<file path="src/rtl/spi_adc128s.sv">
// SPI mode-0 slave front end for the behavioural ADC128S model; all SPI pins oversampled in clk.
// Optional MISO_TRISTATE_EN: MISO floats (1'bz) instead of driving 0 while deselected.
module spi_adc128s #(
    parameter int unsigned FRAME_BITS  = 16,
    parameter int unsigned SYNC_STAGES = 2
) (
    input  logic                  clk,
    input  logic                  rst,
    input  logic                  SS_n,
    input  logic                  SCLK,
    input  logic                  MOSI,
    output logic                  MISO,
    input  logic [FRAME_BITS-1:0] A2D_data,
    output logic [FRAME_BITS-1:0] cmd,
    output logic                  rdy
);

    localparam int unsigned CNT_W = $clog2(FRAME_BITS + 2);
    localparam logic [CNT_W-1:0] CNT_FULL = CNT_W'(FRAME_BITS);
    localparam logic [CNT_W-1:0] CNT_SAT  = CNT_W'(FRAME_BITS + 1);

    logic [SYNC_STAGES-1:0] ss_sync_q, sclk_sync_q, mosi_sync_q;
    logic                   ss_prev_q, sclk_prev_q;
    logic                   ss_s, sclk_s, mosi_s;
    logic                   ss_fall, ss_rise, sclk_rise, sclk_fall;

    logic [FRAME_BITS-1:0]  rx_q, rx_d;
    logic [FRAME_BITS-1:0]  tx_q, tx_d;
    logic [FRAME_BITS-1:0]  cmd_q, cmd_d;
    logic [CNT_W-1:0]       cnt_q, cnt_d;
    logic                   rdy_q, rdy_d;

    // Synchronizers reset to the idle bus state so reset release creates no edges.
    always_ff @(posedge clk or posedge rst) begin
        if (rst) begin
            ss_sync_q   <= '1;
            sclk_sync_q <= '0;
            mosi_sync_q <= '0;
            ss_prev_q   <= 1'b1;
            sclk_prev_q <= 1'b0;
        end else begin
            ss_sync_q   <= {ss_sync_q[SYNC_STAGES-2:0], SS_n};
            sclk_sync_q <= {sclk_sync_q[SYNC_STAGES-2:0], SCLK};
            mosi_sync_q <= {mosi_sync_q[SYNC_STAGES-2:0], MOSI};
            ss_prev_q   <= ss_s;
            sclk_prev_q <= sclk_s;
        end
    end

    assign ss_s      = ss_sync_q[SYNC_STAGES-1];
    assign sclk_s    = sclk_sync_q[SYNC_STAGES-1];
    assign mosi_s    = mosi_sync_q[SYNC_STAGES-1];
    assign ss_fall   = ss_prev_q & ~ss_s;
    assign ss_rise   = ~ss_prev_q & ss_s;
    assign sclk_rise = sclk_s & ~sclk_prev_q;
    assign sclk_fall = ~sclk_s & sclk_prev_q;

    always_comb begin
        rx_d  = rx_q;
        tx_d  = tx_q;
        cmd_d = cmd_q;
        cnt_d = cnt_q;
        rdy_d = rdy_q;
        if (ss_fall) begin
            tx_d  = A2D_data;
            cnt_d = '0;
            rdy_d = 1'b0;
        end else if (!ss_prev_q) begin
            // Covers the ss_rise cycle too, so a coincident last SCLK rise still counts.
            if (sclk_rise) begin
                rx_d = {rx_q[FRAME_BITS-2:0], mosi_s};
                if (cnt_q != CNT_SAT) begin
                    cnt_d = cnt_q + 1'b1;
                end
            end
            // A fall before the first rise would drop bit 15.
            if (sclk_fall && cnt_q != '0) begin
                tx_d = {tx_q[FRAME_BITS-2:0], 1'b0};
            end
            if (ss_rise && cnt_d == CNT_FULL) begin
                cmd_d = rx_d;
                rdy_d = 1'b1;
            end
        end
    end

    always_ff @(posedge clk or posedge rst) begin
        if (rst) begin
            rx_q  <= '0;
            tx_q  <= '0;
            cmd_q <= '0;
            cnt_q <= '0;
            rdy_q <= 1'b0;
        end else begin
            rx_q  <= rx_d;
            tx_q  <= tx_d;
            cmd_q <= cmd_d;
            cnt_q <= cnt_d;
            rdy_q <= rdy_d;
        end
    end

    assign cmd = cmd_q;
    assign rdy = rdy_q;

`ifdef MISO_TRISTATE_EN
    assign MISO = ss_s ? 1'bz : tx_q[FRAME_BITS-1];
`else
    assign MISO = ss_s ? 1'b0 : tx_q[FRAME_BITS-1];
`endif

endmodule

</file>
<file path="config.mk">
export PLATFORM = sky130hd
export DESIGN_NAME = spi_adc128s
export DESIGN_NICKNAME = d
export VERILOG_FILES = /design/src/rtl/spi_adc128s.sv
export SDC_FILE = /design/constraint.sdc
export NUM_CORES = 1
export LEC_CHECK = 0
export BUFFER_PORTS_ARGS = -buffer_cell sky130_fd_sc_hd__clkbuf_2
export CAP_MARGIN = 0
export CORE_UTILIZATION = 45
export CTS_CLUSTER_DIAMETER = 50
export DETAILED_ROUTE_END_ITERATION = 7
export PLACE_DENSITY_LB_ADDON = 0.25
export SLEW_MARGIN = 20
export SYNTH_ARGS = -nofsm -noshare
export SYNTH_HDL_FRONTEND = slang
export SYNTH_SLANG_ARGS = --single-unit
</file>
<file path="constraint.sdc">
create_clock -name clk -period 2.22 [get_ports clk]
set_input_delay 0.333 -clock clk [delete_from_list [all_inputs] [get_ports clk]]
set_output_delay 0.333 -clock clk [all_outputs]
set_load 0.03 [all_outputs]
</file>
**After elaboration in Yosys (flattened, before gate mapping)**

Cells that the tools add are included.

- Word-level logic and storage cells: 46
- Input port bits: 21
- Flip-flop bits (word level): 62

- Bitwise gates (word level): 9
- Eq/ne operators: 3
- Muxes and demuxes: 14
- $add $sub $neg: 1
- Reductions and logical operators: 9

Operators with widths:

| operator | number |
|---|---|
| $mux 16 | 4 |
| $mux 5 | 6 |
| $reduce_and 2->1 | 3 |
| $add 5x1->5 const B | 1 |
| $eq 5x5->1 const B | 1 |
| $ne 5x5->1 const B | 1 |
| $not 1->1 | 5 |
| $reduce_bool 5->1 | 1 |
| $and 1x1->1 | 4 |
| $mux 1 | 4 |
| $reduce_bool 2->1 | 2 |
| $reduce_and 3->1 | 1 |
| $logic_and 1x1->1 | 2 |
| $ne 2x1->1 const B | 1 |

**Longest topological paths before layout**

Gate-level depths: netlist (run 1).

- Depth in word-level cells: 10
- Mapped depth: 9

**Worst setup path before layout (run 1)**

OpenSTA, ideal clock, no wires.

- Path type: reg2reg
- From: reg cnt_q[1]
- To: reg cmd_q[0], in the netlist cmd[0]
- Required time: 2095 ps
- Stages on the path, launching flop included: 10
- Arrival time: 1966 ps
- Buffers on the path: 2
- Path slack: 129 ps
- Clock period less this slack: 2091 ps
- Cells stage by stage: dfrtp_1 inv_1 ha_1 nand3b_1 a2111oi_2 a41oi_1 and4b_1 buf_6 buf_12 mux2_4

- Cells in the longest elaborated chain, start to end: 8
- Elaborated cells between the ends (all ways): 9
- Those cells by class: 1 x add/sub; 2 x eq/ne; 4 x mux; 2 x reduce/logical

Ends and longest elaborated chain:

| what | line | source |
|---|---|---|
| start: declaration | 30 | `logic [CNT_W-1:0] cnt_q, cnt_d;` |
| start signal: assignment | 98 | `cnt_q <= cnt_d;` |
| $add 5x1->5 / $ne 5x5->1 (equally long branches) | 73, 72 |  |
| $mux 5 | 72 | `if (cnt_q != CNT_SAT) begin` |
| $mux 5 (*) | 70 | `if (sclk_rise) begin` |
| $mux 5 (*) | 68 | `end else if (!ss_prev_q) begin` |
| $mux 5 (*) | 64 | `if (ss_fall) begin` |
| $eq 5x5->1 (*) | 80 | `if (ss_rise && cnt_d == CNT_FULL) begin` |
| $logic_and 1x1->1 (*) | 80 |  |
| $reduce_and 3->1 (no source line) (*) | -- |  |
| end signal: assignment | 97 | `cmd_q <= cmd_d;` |
| end: declaration | 29 | `logic [FRAME_BITS-1:0] cmd_q, cmd_d;` |

Every way passes the cells marked *; elsewhere a longest branch is shown, timed or not. The select of a mux whose other input is x is not followed.
A chain may end at the register's enable or synchronous reset.

**Worst setup path in the final report (run 1)**

- From: reg cnt_q[1]
- To: reg cmd_q[15], in the netlist cmd[15]

The elaborated chain is that of the path after synthesis.

==> run_results.csv, run 1 <==
group,metric,value,unit
worst_setup_path,r2r_start,"cnt_q[1]",
floorplan,ios,39,
global_route,track_usage,16.0,%
clock_network,cts_buffer_depth,2,
pwr,powerDensity,838,nW/um2
sta,fin_crit_sh,94.4,%
worst_setup_path,worstSetupEndpointType,"flop",
synth,ys_ff_latch,62,
clock_network,numClockSinks,62,
worst_setup_path,worst-endpoint-arrival,2.32,ns
synth,synth_mux_area_share,19.7,%
placed_design,place.gp.congestion,0.832,
pwr,leakage,0.00164,uW
synth,yosysSeqAreaShare,55.2,%
clock_network,clk_pin_slew,0.07,ns
synth,synth_compound_area_share,6.48,%
synth,avgSynthCellArea,11.3,um2
global_route,grt_pass1_wl,7760,um
run,maxCapViolCount,0,
floorplan,initial_utilization,47.0,%
pwr,finalPower,2810,uW
synth,synthesis.nets,273,
sta,hold_ws,0.0374,ns
sta,finalCriticalPeriod,2.10,ns
outcome,outcome,"finished clean",
worst_setup_path,endpoint,"cmd[15]",
sta,finalHoldViolations,0,
worst_setup_path,cp_max_fo,17,
finish,fin_cells,376,
clock_network,clk_latency,0.33,ns
pwr,p_switching,661,uW
drt,drt_pass1_iterations,4,
worst_setup_path,crit_start,"cnt_q[1]",
pwr,irDropWorstVdd,0.573,mV
worst_setup_path,worstReg2RegEnd,"cmd[15]",
finish,area_growth,18.9,%
worst_setup_path,regToRegSetupSlack,0.12,ns
pwr,internal_power,2150,uW
worst_setup_path,path_cells,"inv_1, ha_1, nand3b_1, a2111oi_2, a41oi_1, and4b_1, buf_12, mux2_2",
clock_network,cts_resized,0,
finish,nFillCells,523,
sta,setup_viol,0,
drt,antenna_left,0,
finish,nNetsFinal,320,
clock_network,cts_tree,"yes",
finish,fin_area,3350,um2
drt,drt_iter0_markers,74,
synth,synth_warnings,0,
floorplan,die_h,81.1,um
pwr,clkPwrFrac,40.4,%
sta,tns,0,ns
clock_network,cts_max_level,3,
worst_setup_path,worst-endpoint-required,2.44,ns
floorplan,die_w,81.1,um
global_route,grt_pass1_vias,1750,
synth,synth-xor-area-share,0.622,%
clock_network,clockRootBuffer,"clkbuf_8",
floorplan,core-area,5990,um2
clock_network,holdBufCountCts,0,
finish,mostFrequentLayoutCells,"nand2_1 (71), dfrtp_1 (59), clkbuf_2 (38)",
sta,finalMaxSlewViolations,0,
worst_setup_path,critPathLaunchType,"flop",
sta,fmax,477,MHz
pwr,swShare,23.5,%
finish,multi_input_area,1150,um2
sta,tightest_slew,0.324,ns
worst_setup_path,cpPeakStageDelay,0.37,ns
global_route,antenna_found_initial,0,
synth,syn_inst,249,
sta,slew-limit-headroom,78.4,%
worst_setup_path,critPathKind,"reg2reg",
drt,num_vias,1831,
finish,antenna_cells,0,
clock_network,post_cts_buffers,0,
floorplan,num_rows,28,
placed_design,hpwl,2990,um
synth,yosysUniqueCellTypes,31,
worst_hold_path,hp-class,"in2async",
sta,rsz0062_at_grt,"false",
drt,drcViolationCount,0,
drt,wl_per_cell,12.0,um
drt,finalWirelength,4510,um
synth,yosys.area_share.simple,12.7,%
placed_design,place_inst,360,
synth,synth_top_family_by_area,"multiplexers",
synth,synthAdderAreaFrac,1.33,%
drt,viasPerCell,4.87,
global_route,grt_max_degree,63,
placed_design,dpl-instance-area,3120,um2
sta,fin_skew,0.0102,ns
worst_setup_path,critPathSlowestCell,"dfrtp_1",
finish,final_common_cell,"nand2_1",
finish,regArea,1560,um2
worst_setup_path,r2r_cells,8,
pwr,p_comb_share,11.1,%
clock_network,cts_buffers,9,
global_route,grt_overflow,0,
finish,drive_gt1_share,35.2,%
synth,syn-cell-area,2820,um2
placed_design,io_buffers,38,
pwr,p_seq_share,48.6,%
floorplan,design.die.area,6580,um2
## area by class of cell
class                      instances  area share, %
clock inverter                     3           1.94
multi-input combinational        168           34.3
clock buffer                      13           5.04
sequential                        62           46.4
tap                               75           2.80
timing repair buffer              48           8.67
inverter                           7          0.784
## synth_stat cells (all sizes together)
cell type   n  share of area [%]
nand4       2               0.44
a31oi       2               0.89
inv         7               0.93
and4b       1               0.36
clkbuf      5               0.67
xor2        1               0.31
dfrtp      59                 52
nand3       1               0.18
mux2       33                 14
o21ai      20                3.6
a2111oi     1               0.53
dfstp       3                2.8
nand3b      1               0.27
o22ai       1               0.22
a31o        1               0.31
nor2        6               0.80
a21o        1               0.31
nand2      71                9.5
a21oi       2               0.36
a41oi       1               0.31
mux2i      15                5.3
nand2b      2               0.44
xnor2       1               0.31
ha          3                1.3
nor2b       2               0.71
buf         7                2.4
## layer usage
layer | part of all wire, % | wire length [um] | vias to the layer above | global-route usage (%)
met3 | 3.9 | 174 | 9 | 5.73
met4 | 1.8 | 83 | 0 | 6.96
met5 | 0 | 0 | - | 0
met1 | 47 | 2140 | 857 | 19.1
li1 | - | - | 931 | -
met2 | 47 | 2110 | 34 | 25.8
## power by group through the flow
| stage | Clock [uW] | Sequential (uW) | Combinational (uW) |
|---|---|---|---|
| 3_3_place_gp | 0 | 1380 | 308 |
| 5_1_grt | 1220 | 1390 | 358 |
| 2_1_floorplan | 0 | 1360 | 247 |
| 3_5_place_dp | 0 | 1380 | 317 |
| 4_1_cts | 1160 | 1360 | 318 |
| 6_report | 1130 | 1360 | 310 |
## per-stage QoR
stage          setup slack [ns]  util (%)
4_1_cts                  0.0990      55.9
6_report                  0.124      55.9
3_3_place_gp              0.146      52.0
2_1_floorplan             0.129         -
5_1_grt                 0.00747      55.9
3_5_place_dp             0.0890      52.0
## worst min-delay path by stage
stage | endpoint | cells after the start
2_1_floorplan | mosi_sync_q[1] | 0
3_3_place_gp | mosi_sync_q[1] | 0
3_5_place_dp | mosi_sync_q[1] | 0
4_1_cts | cmd[12] | 3
5_1_grt | tx_q[4] | 3
6_report | tx_q[4] | 3
## state kept, by name, summed over array words and instances, names as in the netlist, 2 cells and up
register,flops
ss_sync_q,2
tx_q,16
cnt_q,5
mosi_sync_q,2
rx_q,16
sclk_sync_q,2
cmd,16
## logic make-up after synthesis
| logic type | count (synthesis) |
|---|---|
| and+or+nand+nor | 86 |
| DFF | 62 |
| muxes | 48 |
| AOI/OAI and AO/OA | 29 |
| buffers and inverters | 19 |
| adders and majority gates | 3 |
| xor gates and xnor gates | 2 |
## critical path: cells and delay by family (launching register included)
family / cells / cell delay (ns)
AOI/OAI and AO/OA: 2 / 0.42
buffers and inverters: 2 / 0.25
and+or+nand+nor: 2 / 0.41
DFF: 1 / 0.37
muxes: 1 / 0.34
adders and majority gates: 1 / 0.18
No activity file was read; power rests on OpenSTA's default activity.
==> inputs of run 2 (changes only) <==
- CORE_UTILIZATION: 45 -> 49
==> run 2 against run 1 <==
Cell count shrank 1.1%. Largest power group unchanged. Flip-flop and latch count stayed put. Design area fell by 2.3%. Clock-buffer cell count shrank 1. Die area shrank 8.0%.
==> run_results.csv, run 2 (synthesis gave the netlist of run 1 again) <==
group,metric,value,unit
outcome,outcome,"finished clean",
drt,wl_per_cell,12.1,um
clock_network,clockRootBuffer,"clkbuf_8",
clock_network,cts_buffer_depth,2,
sta,finalCriticalPeriod,2.11,ns
clock_network,cts_max_level,3,
clock_network,clk_pin_slew,0.06,ns
clock_network,cts_resized,0,
pwr,p_comb_share,12.2,%
sta,finalMaxSlewViolations,0,
drt,drcViolationCount,0,
global_route,antenna_found_initial,0,
worst_setup_path,cpLargestDelayFamily,"compound AO/OA/AOI/OAI gates",
worst_setup_path,r2r_cells,8,
floorplan,die_w,77.8,um
finish,area_growth,16.1,%
worst_setup_path,cpPeakStageDelay,0.37,ns
finish,antenna_cells,0,
worst_setup_path,critPathSlowestCell,"dfrtp_1",
pwr,p_switching,666,uW
pwr,clkPwrFrac,33.6,%
placed_design,hpwl,3060,um
finish,final_common_cell,"nand2_1",
global_route,grt_pass1_wl,7820,um
finish,fin_cells,372,
finish,nNetsFinal,319,
clock_network,post_cts_buffers,0,
worst_setup_path,worst-endpoint-required,2.43,ns
worst_setup_path,worstSetupEndpointType,"flop",
worst_setup_path,crit_buf_inv,2,
floorplan,num_rows,27,
pwr,finalPower,2520,uW
drt,drt_pass1_iterations,4,
finish,postLayoutCoreUtil,59.1,%
finish,drive_gt1_share,34.7,%
sta,fin_crit_sh,94.9,%
sta,tns,0,ns
worst_setup_path,critPathKind,"reg2reg",
placed_design,place_ws,0.105,ns
floorplan,ios,39,
global_route,grt_pass1_vias,1690,
worst_setup_path,regToRegSetupSlack,0.11,ns
clock_network,numClockSinks,62,
worst_setup_path,worstReg2RegEnd,"cmd[15]",
worst_setup_path,worst-endpoint-arrival,2.32,ns
sta,fin_skew,0.00838,ns
clock_network,clk_latency,0.33,ns
sta,fmax,475,MHz
pwr,internal_power,1850,uW
drt,antenna_left,0,
placed_design,place_inst,356,
finish,mostFrequentLayoutCells,"nand2_1 (71), dfrtp_1 (59), clkbuf_2 (38)",
clock_network,cts_buffers,9,
global_route,grt_overflow,0,
worst_setup_path,critPathLaunchType,"flop",
drt,drt_iter0_markers,46,
placed_design,place.gp.congestion,0.787,
sta,slew-limit-headroom,65.9,%
sta,setup_viol,0,
floorplan,core-area,5540,um2
placed_design,io_buffers,38,
floorplan,initial_utilization,50.9,%
worst_setup_path,r2r_start,"cnt_q[1]",
pwr,irDropWorstVdd,0.469,mV
global_route,track_usage,17.2,%
run,maxCapViolCount,0,
sta,tightest_slew,0.510,ns
global_route,grt_max_degree,39,
drt,finalWirelength,4510,um
floorplan,design.die.area,6060,um2
clock_network,holdBufCountCts,0,
pwr,powerDensity,769,nW/um2
floorplan,die_h,77.8,um
worst_setup_path,cp_max_fo,17,
worst_setup_path,path_cells,"inv_1, ha_1, nand3b_1, a2111oi_2, a41oi_1, and4b_1, buf_12, mux2_2",
pwr,leakage,0.00160,uW
drt,viasPerCell,4.99,
pwr,swShare,26.4,%
pwr,p_seq_share,54.2,%
sta,finalHoldViolations,0,
sta,worst_slack,0.114,ns
sta,rsz0062_at_grt,"false",
clock_network,cts_tree,"yes",
drt,num_vias,1856,
worst_hold_path,hp-class,"in2async",
## run 2: worst max-delay path by stage
stage | startpoint | endpoint | cells past startpoint
after detailed placement | cnt_q[1] | cmd[15] | 8
after CTS | cnt_q[1] | cmd[15] | 8
after floorplan | cnt_q[1] | cmd[0] | 9
after global routing | cnt_q[1] | cmd[15] | 8
after global placement | cnt_q[1] | cmd[13] | 8
final | cnt_q[1] | cmd[15] | 8
## run 2: per-stage QoR
step	area (um2)	hold slack (ns)
CTS	3270	0.0256
global route	3270	0.0593
finish	3270	0.0179
detailed placement	3100	0.335
global placement	3100	0.331
floorplan	2820	0.331
## run 2: area by class of cell
class | instances | area (um2)
inverters | 7 | 26.3
well taps | 72 | 90.1
multi-input cells | 168 | 1150
clock inverters | 4 | 22.5
fillers | 461 | 2270
clock buffers | 12 | 145
flip-flops and latches | 62 | 1560
repair buffers | 47 | 283
## run 2: power groups by stage
stage	registers (uW)	clock network, uW	logic (uW)
after global placement	1380	0	306
after CTS	1360	878	315
after global routing	1390	929	359
after detailed placement	1390	0	314
after floorplan	1360	0	247
final	1360	845	308
## run 2: routing by layer
metal	global-route usage (%)	part of all wire [%]
met2	24.8	46
met5	0	0
met3	6.00	3.1
met1	22.9	50
met4	8.49	1.2
